===== config.mk =====
export PLATFORM = sky130hd
export DESIGN_NAME = instr_fetch_queue_flat
export DESIGN_NICKNAME = d
export VERILOG_FILES = /design/src/rtl/instr_fetch_queue_if.sv /design/src/rtl/instr_fetch_queue.sv /design/src/flat_wrapper.sv
export SDC_FILE = /design/constraint.sdc
export NUM_CORES = 1
export LEC_CHECK = 0
export CORE_MARGIN = 2
export CORE_UTILIZATION = 57
export DETAILED_ROUTE_END_ITERATION = 6
export PLACE_DENSITY = 0.76
export SYNTH_ARGS = -nofsm -noshare
export SYNTH_HDL_FRONTEND = slang
export SYNTH_SLANG_ARGS = --single-unit

===== constraint.sdc =====
create_clock -name clk -period 14.4 [get_ports clk]
set_input_delay 2.88 -clock clk [delete_from_list [all_inputs] [get_ports clk]]
set_output_delay 2.88 -clock clk [all_outputs]
set_load 0.02 [all_outputs]

===== src/rtl/instr_fetch_queue_if.sv =====
// rtl/instr_fetch_queue_if.sv - fetch queue bus: imem read port, redirect input, decode handshake
// master is the fetch queue itself; slave is the surrounding memory/decode/execute side.
interface instr_fetch_queue_if #(
  parameter int PC_W    = 64,
  parameter int IMEM_AW = 8,
  parameter int DEPTH   = 4
);
  localparam int CW = $clog2(DEPTH) + 1;

  logic               imem_req;
  logic [IMEM_AW-1:0] imem_addr;
  logic [31:0]        imem_rdata;
  logic               redirect_valid;
  logic [PC_W-1:0]    redirect_pc;
  logic               out_valid;
  logic               out_ready;
  logic [31:0]        out_instr;
  logic [PC_W-1:0]    out_pc;
  logic [CW-1:0]      q_count;

  modport master (
    output imem_req, imem_addr, out_valid, out_instr, out_pc, q_count,
    input  imem_rdata, redirect_valid, redirect_pc, out_ready
  );

  modport slave (
    input  imem_req, imem_addr, out_valid, out_instr, out_pc, q_count,
    output imem_rdata, redirect_valid, redirect_pc, out_ready
  );
endinterface


===== src/rtl/instr_fetch_queue.sv =====
// rtl/instr_fetch_queue.sv - PC owner and instruction FIFO feeding decode
// Issues one imem read per cycle while queued + in-flight entries leave room in the FIFO.
module instr_fetch_queue #(
  parameter int              PC_W     = 64,
  parameter int              IMEM_AW  = 8,
  parameter int              DEPTH    = 4,
  parameter logic [PC_W-1:0] RESET_PC = '0
) (
  input  logic                  clk,
  input  logic                  reset,
  instr_fetch_queue_if.master   bus
);
  localparam int             AW     = $clog2(DEPTH);
  localparam int             CW     = AW + 1;
  localparam logic [CW:0]    LIMIT  = (CW+1)'(DEPTH);
  localparam logic [CW-1:0]  FULL   = CW'(DEPTH);

  logic [PC_W-1:0] pc_q, pc_d;
  logic [PC_W-1:0] req_pc_q, req_pc_d;
  logic            inflight_q, inflight_d;
  logic            kill_q, kill_d;
  logic [AW-1:0]   head_q, head_d;
  logic [AW-1:0]   tail_q, tail_d;
  logic [CW-1:0]   count_q, count_d;

  logic [31:0]     instr_mem_q [DEPTH];
  logic [PC_W-1:0] pc_mem_q    [DEPTH];

  logic [CW:0]     credit;
  logic            issue;
  logic            push;
  logic            pop;
  logic            unused_redirect_lsbs;

  assign unused_redirect_lsbs = ^bus.redirect_pc[1:0];

  always_comb begin
    credit = {1'b0, count_q} + {{CW{1'b0}}, inflight_q};
    issue  = !reset && !bus.redirect_valid && (credit < LIMIT);
    push   = inflight_q && !kill_q && !bus.redirect_valid;
    pop    = (count_q != '0) && bus.out_ready && !bus.redirect_valid;

    pc_d       = pc_q;
    req_pc_d   = req_pc_q;
    inflight_d = 1'b0;
    kill_d     = 1'b0;
    head_d     = head_q;
    tail_d     = tail_q;
    count_d    = count_q;

    if (bus.redirect_valid) begin
      // Flush wins over any same-cycle pop or arriving response.
      pc_d    = {bus.redirect_pc[PC_W-1:2], 2'b00};
      kill_d  = inflight_q;
      head_d  = '0;
      tail_d  = '0;
      count_d = '0;
    end else begin
      if (issue) begin
        req_pc_d   = pc_q;
        pc_d       = pc_q + PC_W'(4);
        inflight_d = 1'b1;
      end
      tail_d  = tail_q + AW'(push);
      head_d  = head_q + AW'(pop);
      count_d = count_q + CW'(push) - CW'(pop);
    end
  end

  always_ff @(posedge clk) begin
    if (reset) begin
      pc_q       <= RESET_PC;
      req_pc_q   <= '0;
      inflight_q <= 1'b0;
      kill_q     <= 1'b0;
      head_q     <= '0;
      tail_q     <= '0;
      count_q    <= '0;
    end else begin
      pc_q       <= pc_d;
      req_pc_q   <= req_pc_d;
      inflight_q <= inflight_d;
      kill_q     <= kill_d;
      head_q     <= head_d;
      tail_q     <= tail_d;
      count_q    <= count_d;
    end
  end

  always_ff @(posedge clk) begin
    if (!reset && push) begin
      instr_mem_q[tail_q] <= bus.imem_rdata;
      pc_mem_q[tail_q]    <= req_pc_q;
    end
  end

  assign bus.imem_req  = issue;
  assign bus.imem_addr = pc_q[IMEM_AW+1:2];
  assign bus.out_valid = (count_q != '0);
  // Empty queue presents zeros so stale storage never leaks to decode.
  assign bus.out_instr = bus.out_valid ? instr_mem_q[head_q] : '0;
  assign bus.out_pc    = bus.out_valid ? pc_mem_q[head_q] : '0;
  assign bus.q_count   = count_q;

  a_no_push_when_full: assert property (@(posedge clk) disable iff (reset)
    !(push && (count_q == FULL)));
endmodule


===== src/flat_wrapper.sv =====
// flat-port wrapper written by rule: the top's interface ports become plain ports
module instr_fetch_queue_flat 
#(
  parameter int              PC_W     = 64,
  parameter int              IMEM_AW  = 8,
  parameter int              DEPTH    = 4,
  parameter logic [PC_W-1:0] RESET_PC = '0
)
  (clk, reset, bus_imem_req, bus_imem_addr, bus_out_valid, bus_out_instr, bus_out_pc, bus_q_count, bus_imem_rdata, bus_redirect_valid, bus_redirect_pc, bus_out_ready);
  instr_fetch_queue_if #(.PC_W(PC_W), .IMEM_AW(IMEM_AW), .DEPTH(DEPTH)) bus_i ();
  input  logic clk;
  input  logic reset;
  output wire logic [$bits(bus_i.imem_req)-1:0] bus_imem_req;
  output wire logic [$bits(bus_i.imem_addr)-1:0] bus_imem_addr;
  output wire logic [$bits(bus_i.out_valid)-1:0] bus_out_valid;
  output wire logic [$bits(bus_i.out_instr)-1:0] bus_out_instr;
  output wire logic [$bits(bus_i.out_pc)-1:0] bus_out_pc;
  output wire logic [$bits(bus_i.q_count)-1:0] bus_q_count;
  input wire logic [$bits(bus_i.imem_rdata)-1:0] bus_imem_rdata;
  input wire logic [$bits(bus_i.redirect_valid)-1:0] bus_redirect_valid;
  input wire logic [$bits(bus_i.redirect_pc)-1:0] bus_redirect_pc;
  input wire logic [$bits(bus_i.out_ready)-1:0] bus_out_ready;
  assign bus_imem_req = bus_i.imem_req;
  assign bus_imem_addr = bus_i.imem_addr;
  assign bus_out_valid = bus_i.out_valid;
  assign bus_out_instr = bus_i.out_instr;
  assign bus_out_pc = bus_i.out_pc;
  assign bus_q_count = bus_i.q_count;
  assign bus_i.imem_rdata = bus_imem_rdata;
  assign bus_i.redirect_valid = bus_redirect_valid;
  assign bus_i.redirect_pc = bus_redirect_pc;
  assign bus_i.out_ready = bus_out_ready;
  instr_fetch_queue #(.PC_W(PC_W), .IMEM_AW(IMEM_AW), .DEPTH(DEPTH), .RESET_PC(RESET_PC)) u_core (.clk(clk), .reset(reset), .bus(bus_i));
endmodule

==> results of run 1 <==
## power groups by stage
stage	clock [mW]	sequential (mW)	combinational [mW]
after floorplan	0	1.63	0.0661
after global placement	0	1.64	0.122
after detailed placement	0	1.64	0.124
after CTS	1.28	1.61	0.125
after global routing	1.34	1.61	0.135
final	1.26	1.61	0.125
## stage by stage
step / instances / power, mW / setup slack [ps]
3_3_place_gp: 1996 / 1.761 / 6704
5_1_grt: 2092 / 3.086 / 6567
6_report: 2092 / 2.997 / 6694
3_5_place_dp: 1996 / 1.765 / 6703
4_1_cts: 2089 / 3.018 / 6698
2_1_floorplan: 1412 / 1.699 / 3300
## cell families (layout without fill, tap and decap cells)
group	Yosys count	in the layout	synth area share (%)
adder cells (fa/ha/maj)	7	7	0.4645
multiplexers	106	106	10.98
AO/OA/AOI/OAI	181	181	5.134
buffers and inverters	100	316	2.127
XOR/XNOR	22	22	0.9413
flip-flops	509	509	68.16
AND/OR/NAND/NOR	485	485	12.17
other	1	5	0.01832
## final timing paths
kind,startpoint,end,slack (ps),cells past startpoint
max,bus_redirect_valid,bus_imem_req,6690,6
min,u_core.req_pc_q[15],u_core.req_pc_q[15],490,2
max reg2reg,u_core.bus.q_count[1],u_core.pc_q[52],10470,10
min reg2reg,u_core.req_pc_q[15],u_core.req_pc_q[15],490,2
## state kept, by name (all words and copies together) (netlist names)
name,cells
u_core.instr_mem_q,128
u_core.pc_mem_q,248
u_core.pc_q,62
u_core.tail_q,2
u_core.head_q,2
u_core.inflight_q,1
u_core.kill_q,1
u_core.bus.q_count,3
u_core.req_pc_q,62
## synth_stat cells, drive strengths merged (2+ instances only)
library cell    n
mux2            6
and2          107
a211oi          3
a22oi           2
inv             6
a31oi          11
a2bb2oi         2
o21bai          2
mux4           94
o211ai         19
nand2b          3
xnor2          15
clkbuf         65
nand3b          2
ha              6
a21oi         114
o21ai          11
dfxtp         133
or4             4
edfxtp        376
nand3          27
o22ai           6
nand4          33
o311ai          2
nor4           10
xor2            7
or3            10
or2             4
nor3b           3
and4            4
mux2i           6
and3           13
nor2           42
nor3           21
o31a            2
nand2         197
buf            28
## worst reg2reg max path, stage by stage (launching register included)
cell      delay (ps)
dfxtp_1          380
ha_1             240
o211a_1          250
o22ai_2          570
nand2_2          120
inv_2            280
buf_4            570
nand3_1          620
nor3_1           510
nand3b_1         160
a21oi_1           70
## cell type report
cell class	instances	area, um^2	share of cell area [%]
clock buffer	66	1363	5.578
sequential	509	13960	57.16
inverter	6	22.52	0.09220
multi-input combinational	803	6111	25.02
clock inverter	27	252.7	1.035
tap	461	576.8	2.361
timing repair buffer	217	2132	8.729
antenna	3	7.507	0.03073
## per-layer routing
metal	up-vias	wire, um	part of all wire, %
li1	5689	-	-
met1	6187	19470	43
met2	491	21550	48
met3	82	3148	6.9
met4	0	1192	2.6
met5	-	0	0
==> results.md, run 1 <==
- First-iteration detailed-routing DRC count: 1169
- Chip height: 193.5 um
- Net Sw Power: 0.6159 mW
- CP max stage cell: clkdlybuf4s50_1
- Nets@finish: 1694
- Area after DPL: 0.02280 mm^2
- CP startpoint kind: primary input
- Fin crit period: 7706 ps
- Period Utilization, post-route: 53.51%
- Initial antenna violation count: 3
- Largest net degree at the start of global routing: 86
- Drc violations: 0
- CP Data Arrival Time: 4830 ps
- Row cnt: 69
- Max Cap Violations: 0
- Clock buffer depth: 3
- DR vias/cell: 5.951
- Critical path fanouts, max: 52
- Cell Area, Synth: 0.02047 mm^2
- VDD IR max: 0.09390 mV
- Req. time, crit path: 11520 ps
- Top FF cell, synth: edfxtp_1
- CTS tree: built
- Setup violations, final: 0
- Top Ports: 209
- PwrDens: 122.7 mW/mm^2
- Final Slew Violations: 0
- Post-cts sizing count: 0
- Met3 GRT Util: 3.679%
- Combinational Power Share: 4.2%
- Yosys warns: 0
- Grt ovf: 0
- Sw Ratio: 20.55%
- Core Util, Final: 68.84%
- Critical Path Max Stage Delay: 680 ps
- Vias in the first global route: 12490
- GR Util met1: 34.94%
- Area growth syn-to-layout: 19.32%
- Worst slew margin: 27.15%
- Max Freq: 129.8 MHz
- Status: complete, no violations
- Clk network pwr share: 42.1%
- Internal Pwr Total: 2.381 mW
- Post-synth EDFFs: 376
- Core Area: 0.03548 mm^2
- Critical path type: in -> out
- Number of port buffers: 204
- Crit path cell chain: buf_2 -> buf_4 -> nor2_2 -> nand2_2 -> inv_2 -> clkdlybuf4s50_1
- GR Util met2: 38.43%
- Leak pwr: 8.178 nW
- Top Usage Layer GRT: met2
- First-pass GRT wire length: 70.86 mm
- Async SR Flop Fraction: 0%
- Num CTS Buffers: 50
- Antenna-violating nets left: 0
- Post CTS Setup Buffer Count: 0
- Cells after Synth: 1411
- Largest area contributor in the synthesized netlist: edfxtp_1
- Hold buffers post-CTS: 0
- DR WL/cell: 21.68 um
- Worst-margin pin slew: 1093 ps
- Die ar.: 0.03745 mm^2
- Design Area, Final: 0.02443 mm^2
- Cell family with most CP delay: buffers and inverters
- Worst hold slack: 495.0 ps
- Initial Utilization: 57.69%
- Flops & latches, synth: 509
- Sequential share of power: 53.7%
- Worst skew pair latency: 580 ps
- Commonest non-fill, non-tap cell in the layout: edfxtp_1
- Min-Delay Path Class: reg -> reg
- First drt pass iteration count: 5
- Unrepaired setup endpoints after global routing: no
- Sequential fraction of the synthesis area: 68.16%
- Most frequent cells in the layout: 376 x edfxtp_1, 202 x clkdlybuf4s50_1, 196 x nand2_1
- CTS H-tree depth: 2
- Critical path capture point type: primary output
- WP buf/inv: 4
- Final hold vios: 0
- Via count: 12450
- Setup_tns: 0 ps
- Die Wd: 193.5 um
- Num Clock Sinks: 509
- Layout cells sized above 1: 13.51%
- DP Wirelength: 26.72 mm
- CTS root buffer: clkbuf_16
- Total Routed Length: 45.36 mm
- Main area contributors after synthesis: edfxtp_1 55%, dfxtp_1 13%, mux4_2 10%
- Distinct cells, synth: 67
- All-Layer GR Usage: 24.28%
- Clock skew: 22.34 ps
- Final RePlAce weighted congestion: 0.9164
- Fillers: 2478
- Share of the synthesized area in the top cell type: 55.16%
- CTS clk-pin slew, worst paths: 60 ps
- Avg Cell Area, Syn: 14.51 um^2
Note: power is estimated with default switching activity, not from simulation.
==> run 2, diff against run 1 <==
clock period = 7.7 ns   (was 14.4 ns; I/O delays follow)
==> results.md, run 2 (synthesis gave the netlist of run 1 again) <==
- CTS H-tree depth: 2 (unchanged)
- Num CTS Buffers: 50 (unchanged)
- Design Area, Final: 0.02445 mm^2 (was 0.02443 mm^2)
- Top Ports: 209 (unchanged)
- Initial antenna violation count: 2 (was 3)
- CP Data Arrival Time: 3300 ps (was 4830 ps)
- Num Clock Sinks: 509 (unchanged)
- Post-Place Setup Slack: 2836 ps (was 6703 ps)
- Die ar.: 0.03745 mm^2 (unchanged)
- Unrepaired setup endpoints after global routing: no (unchanged)
- Row cnt: 69 (unchanged)
- Grt ovf: 0 (unchanged)
- Origin of the critical flop-to-flop path: u_core.bus.q_count[1] (unchanged)
- CTS tree: built (unchanged)
- Core Area: 0.03548 mm^2 (unchanged)
- Core Util, Final: 68.92% (was 68.84%)
- CP max stage cell: dfxtp_4 (was clkdlybuf4s50_1)
- PwrDens: 229.1 mW/mm^2 (was 122.7 mW/mm^2)
- Final Slew Violations: 0 (unchanged)
- Max FFs per register: 248 (unchanged)
- VDD IR max: 0.1916 mV (was 0.09390 mV)
- Hold buffers post-CTS: 0 (unchanged)
- Layout cells sized above 1: 13.64% (was 13.51%)
- Worst skew pair latency: 560 ps (was 580 ps)
- Drc violations: 0 (unchanged)
- Largest net degree at the start of global routing: 96 (was 86)
- Status: complete, no violations (unchanged)
- HP Start: u_core.pc_q[54] (was u_core.req_pc_q[15])
- Chip height: 193.5 um (unchanged)
- Setup slack after layout: 2858 ps (was 6694 ps)
- Critical Path Max Stage Delay: 1040 ps (was 680 ps)
- Commonest non-fill, non-tap cell in the layout: edfxtp_1 (unchanged)
- CP startpoint kind: flip-flop (was primary input)
- First drt pass iteration count: 7 (was 5)
- Critical path capture point type: primary output (unchanged)
- Number of port buffers: 204 (unchanged)
- Critical path fanouts, max: 64 (was 52)
- Cell family with most CP delay: buffers and inverters (unchanged)
- Fin crit period: 4842 ps
- Via count: 12530 (was 12450)
- Post-cts sizing count: 0 (unchanged)
- Crit. Startpoint: u_core.head_q[1] (was bus_redirect_valid)
- DP Wirelength: 27.54 mm (was 26.72 mm)
- Clock skew: 14.59 ps (was 22.34 ps)
- Final RePlAce weighted congestion: 0.8930 (was 0.9164)
- Crit path cell chain: buf_4 -> mux4_2 -> and2_1 -> clkdlybuf4s50_1 (was buf_2 -> buf_4 -> nor2_2 -> nand2_2 -> inv_2 -> clkdlybuf4s50_1)
- Worst-margin pin slew: 1205 ps (was 1093 ps)
- Max Freq: 206.5 MHz
- Area after DPL: 0.02283 mm^2 (was 0.02280 mm^2)
- Top flop regs: u_core.pc_mem_q x248, u_core.instr_mem_q x128 (unchanged)
- Most frequent cells in the layout: 376 x edfxtp_1, 202 x clkdlybuf4s50_1, 196 x nand2_1 (unchanged)
- Worst slew margin: 19.47% (was 27.15%)
- Antenna-violating nets left: 0 (unchanged)
- Min-Delay Path Class: reg -> reg (unchanged)
- Critical path type: reg -> out (was in -> out)
- Power, Total: 5.602 mW (was 2.997 mW)
- First-iteration detailed-routing DRC count: 1177 (was 1169)
- Die Wd: 193.5 um (unchanged)
- Total Routed Length: 45.72 mm (was 45.36 mm)
- Post CTS Setup Buffer Count: 0 (unchanged)
- All-Layer GR Usage: 24.50% (was 24.28%)
- Req. time, crit path: 6160 ps (was 11520 ps)
- Period Utilization, post-route: 62.89%
- Fillers: 2452 (was 2478)
- Most flop-heavy register: u_core.pc_mem_q (unchanged)
- Final hold vios: 0 (unchanged)
- Leak pwr: 8.187 nW (was 8.178 nW)
- Max Cap Violations: 0 (unchanged)
- DR vias/cell: 5.993 (was 5.951)
- Setup violations, final: 0 (unchanged)
- First-pass GRT wire length: 71.30 mm (was 70.86 mm)
- Nets@finish: 1694 (unchanged)
- Initial Utilization: 57.69% (unchanged)
- Setup_tns: 0 ps (unchanged)
- Area growth syn-to-layout: 19.46% (was 19.32%)
- DR WL/cell: 21.87 um (was 21.68 um)
- Vias in the first global route: 12620 (was 12490)
- CTS root buffer: clkbuf_16 (unchanged)
- Clock buffer depth: 3 (unchanged)
- WP buf/inv: 2 (was 4)
- CTS clk-pin slew, worst paths: 60 ps (about the same)
-- run 2: final timing paths --
path / to / slack [ps] / cells past startpoint
worst min-delay path: u_core.req_pc_q[54] / 490 / 2
worst min register to register: u_core.req_pc_q[54] / 490 / 2
worst max register to register: u_core.pc_q[52] / 3870 / 10
worst max-delay path: bus_out_pc[39] / 2860 / 4
-- run 2: where the power goes --
group          switching (mW)  internal, mW  leakage [nW]
clock                   0.980          1.38         0.799
sequential             0.0464          2.96          4.90
combinational           0.126         0.108          2.49
total                    1.15          4.45          8.19
-- run 2: final cells by class --
class	count	area, um^2	area share [%]
clock buffers	68	1400	5.726
multi-input cells	803	6117	25.02
repair buffers	217	2157	8.821
flip-flops and latches	509	13960	57.09
well taps	461	576.8	2.359
clock inverters	25	214.0	0.8749
diodes	2	5.005	0.02047
inverters	6	22.52	0.09210
-- run 2: tightest hold or removal path, cell delays in order, from the launching register on --
cell,delay [ps]
dfxtp_1,330
nand2_1,60
a21oi_1,50
-- run 2: metal layers --
metal	GRT usage, %	share of wire [%]	up-vias
met2	40.32	49	445
met4	7.209	2.4	0
met3	3.417	5.9	69
li1	-	-	5676
met5	0	0	-
met1	34.52	43	6342
-- run 2: stage by stage --
| step | hold slack, ps | cells |
|---|---|---|
| floorplan | 443.6 | 1412 |
| global placement | 470.8 | 1996 |
| detailed placement | 484.5 | 1996 |
| CTS | 494.2 | 2089 |
| global route | 516.5 | 2091 |
| finish | 492.3 | 2091 |
==> run 3, diff against run 2 <==
clock period = 4.8 ns   (was 7.7 ns; I/O delays follow)
==> results.md, run 3 (synthesis gave the netlist of run 1 again) <==
- PwrDens: 367.1 mW/mm^2 (was 229.1 mW/mm^2)
- Most flop-heavy register: u_core.pc_mem_q (unchanged)
- Leak pwr: 8.265 nW (was 8.187 nW)
- Initial antenna violation count: 0 (was 2)
- Largest net degree at the start of global routing: 95 (was 96)
- Sequential share of power: 53.5% (was 53.8%)
- Fillers: 2449 (was 2452)
- Post CTS Setup Buffer Count: 0 (unchanged)
- Reg2reg end: u_core.pc_q[11] (was u_core.pc_q[52])
- First-iteration detailed-routing DRC count: 1196 (was 1177)
- Critical path type: reg -> out (unchanged)
- Depth of the worst hold-timing path: 0 (was 2)
- Max FFs per register: 248 (unchanged)
- Via count: 12520 (was 12530)
- All-Layer GR Usage: 24.16% (was 24.50%)
- Diode count: 0 (was 2)
- Num Clock Sinks: 509 (unchanged)
- Internal Pwr Total: 7.182 mW (was 4.449 mW)
- Worst Reg-to-Reg Cells: 11 (was 10)
- DR WL/cell: 21.57 um (was 21.87 um)
- CTS H-tree depth: 2 (unchanged)
- HP Start: u_core.req_pc_q[11] (was u_core.pc_q[54])
- Critical path capture point type: primary output (unchanged)
- Clk network pwr share: 42.3% (was 42.1%)
- Setup_tns: 0 ps (unchanged)
- Worst skew pair latency: 570 ps (was 560 ps)
- CTS clk-pin slew, worst paths: 70 ps (was 60 ps)
- Clock skew: 23.73 ps (was 14.59 ps)
- Core Area: 0.03548 mm^2 (unchanged)
- Drc violations: 0 (unchanged)
- Top Ports: 209 (unchanged)
- Setup violations, final: 0 (unchanged)
- Origin of the critical flop-to-flop path: u_core.bus.q_count[1] (unchanged)
- Total Routed Length: 45.29 mm (was 45.72 mm)
- Period Utilization, post-route: 79.57%
- Die Wd: 193.5 um (unchanged)
- Num CTS Buffers: 48 (was 50)
- Min-Delay Path Class: reg -> reg (unchanged)
- Number of port buffers: 204 (unchanged)
- Req. time, crit path: 3840 ps (was 6160 ps)
- Chip height: 193.5 um (unchanged)
- Status: complete, no violations (unchanged)
- First drt pass iteration count: 7 (unchanged)
- Commonest non-fill, non-tap cell in the layout: edfxtp_1 (unchanged)
- CP max stage cell: or3_2 (was dfxtp_4)
- Final hold vios: 0 (unchanged)
- CTS root buffer: clkbuf_16 (unchanged)
- Grt ovf: 0 (unchanged)
- Area growth syn-to-layout: 20.12% (was 19.46%)
- Max Cap Violations: 0 (unchanged)
- Unrepaired setup endpoints after global routing: no (unchanged)
- Post-cts sizing count: 0 (unchanged)
- Final Slew Violations: 0 (unchanged)
- CTS tree: built (unchanged)
- Sw Ratio: 20.44% (was 20.57%)
- Most frequent cells in the layout: 376 x edfxtp_1, 202 x clkdlybuf4s50_1, 196 x nand2_1 (unchanged)
- Row cnt: 69 (unchanged)
- Finished Layout Cells: 2100 (was 2091)
- Combinational Power Share: 4.2% (about the same)
- Initial Utilization: 57.69% (unchanged)
- Crit. Startpoint: u_core.bus.q_count[2] (was u_core.head_q[1])
- Top flop regs: u_core.pc_mem_q x248, u_core.instr_mem_q x128 (unchanged)
- Area after DPL: 0.02299 mm^2 (was 0.02283 mm^2)
- VDD IR max: 0.2994 mV (was 0.1916 mV)
- Antenna-violating nets left: 0 (unchanged)
- Core Util, Final: 69.30% (was 68.92%)
- Final RePlAce weighted congestion: 0.8871 (was 0.8930)
- Flop-to-flop setup slack: 1770 ps (was 3870 ps)
- Design Area, Final: 0.02459 mm^2 (was 0.02445 mm^2)
- Vias in the first global route: 12610 (was 12620)
- DP Wirelength: 27.95 mm (was 27.54 mm)
- Hold buffers post-CTS: 0 (unchanged)
- CP Data Arrival Time: 2860 ps (was 3300 ps)
- Max Freq: 261.8 MHz
- Die ar.: 0.03745 mm^2 (unchanged)
- Fin crit period: 3819 ps
- Crit path cell chain: or3_2 -> buf_4 -> and2_1 -> clkdlybuf4s50_1 (was buf_4 -> mux4_2 -> and2_1 -> clkdlybuf4s50_1)
- Post-placement cell count: 2010 (was 1996)
- Worst slew margin: 31.23% (was 19.47%)
- Critical Path Max Stage Delay: 780 ps (was 1040 ps)
- Net Sw Power: 1.845 mW (was 1.152 mW)
- DR vias/cell: 5.960 (was 5.993)
- Nets@finish: 1706 (was 1694)
- Worst-margin pin slew: 1032 ps (was 1205 ps)
- First-pass GRT wire length: 70.66 mm (was 71.30 mm)
- Worst hold path endpoint: u_core.pc_mem_q[0][11] (was u_core.req_pc_q[54])
- Layout cells sized above 1: 14.34% (was 13.64%)
- Critical path fanouts, max: 46 (was 64)
- CP startpoint kind: flip-flop (unchanged)
- Clock buffer depth: 3 (unchanged)
==> run 3: cell count changes in the layout (fill, tap and decap cells not counted), moves of 3 or more <==
cell	previous run	this run
buf_4	12	22
bufinv_16	3	6
clkinv_1	6	3
clkbuf_8	6	3
buf_12	2	6
==> run 3: how the worst max path moves through the flow <==
stage | slack, ps | to | depth (start not counted)
5_1_grt | 770 | bus_out_pc[33] | 4
3_5_place_dp | 1440 | u_core.pc_mem_q[3][19] | 5
6_report | 980 | bus_out_pc[2] | 4
3_3_place_gp | 1470 | bus_imem_req | 5
2_1_floorplan | 210 | u_core.instr_mem_q[2][0] | 5
4_1_cts | 930 | bus_out_pc[2] | 4
==> run 3: power by group through the flow <==
stage                     sequential, mW  clock [mW]  combinational (mW)
final                               4.83        3.82               0.380
after global placement              4.92           0               0.373
after detailed placement            4.92           0               0.379
after global routing                4.83        4.04               0.410
after CTS                           4.83        3.88               0.381
after floorplan                     4.90           0               0.199
==> run 3: critical path: cells and delay by family (launching register included) <==
kind / cells / cell delay [ps]
simple gates: 2 / 980
flops: 1 / 370
buf+inv: 2 / 920
==> run 3: area by class of cell <==
type	count	area, um^2	area share (%)
Sequential cell	509	13960	56.78
Clock buffer	64	1313	5.338
Inverter	6	22.52	0.09159
Tap cell	461	576.8	2.346
Multi-Input combinational cell	803	6117	24.88
Clock inverter	26	287.8	1.170
Timing Repair Buffer	231	2312	9.403
==> run 3: routing by layer <==
layer | part of all wire (%) | routed length (um) | up-vias | global-route usage, %
met4 | 2.6 | 1195 | 0 | 7.747
met3 | 7.0 | 3186 | 80 | 3.434
met5 | 0 | 0 | - | 0
met2 | 48 | 21920 | 511 | 39.14
met1 | 42 | 18990 | 6224 | 34.29
li1 | - | - | 5701 | -
==> run 3: per-stage QoR <==
| step | power [mW] | setup WS, ps | hold slack [ps] |
|---|---|---|---|
| 2_1_floorplan | 5.095 | 208.7 | 443.6 |
| 3_3_place_gp | 5.290 | 1468 | 471.6 |
| 3_5_place_dp | 5.299 | 1444 | 478.4 |
| 4_1_cts | 9.091 | 934.0 | 487.9 |
| 5_1_grt | 9.281 | 772.3 | 521.9 |
| 6_report | 9.027 | 980.5 | 479.4 |
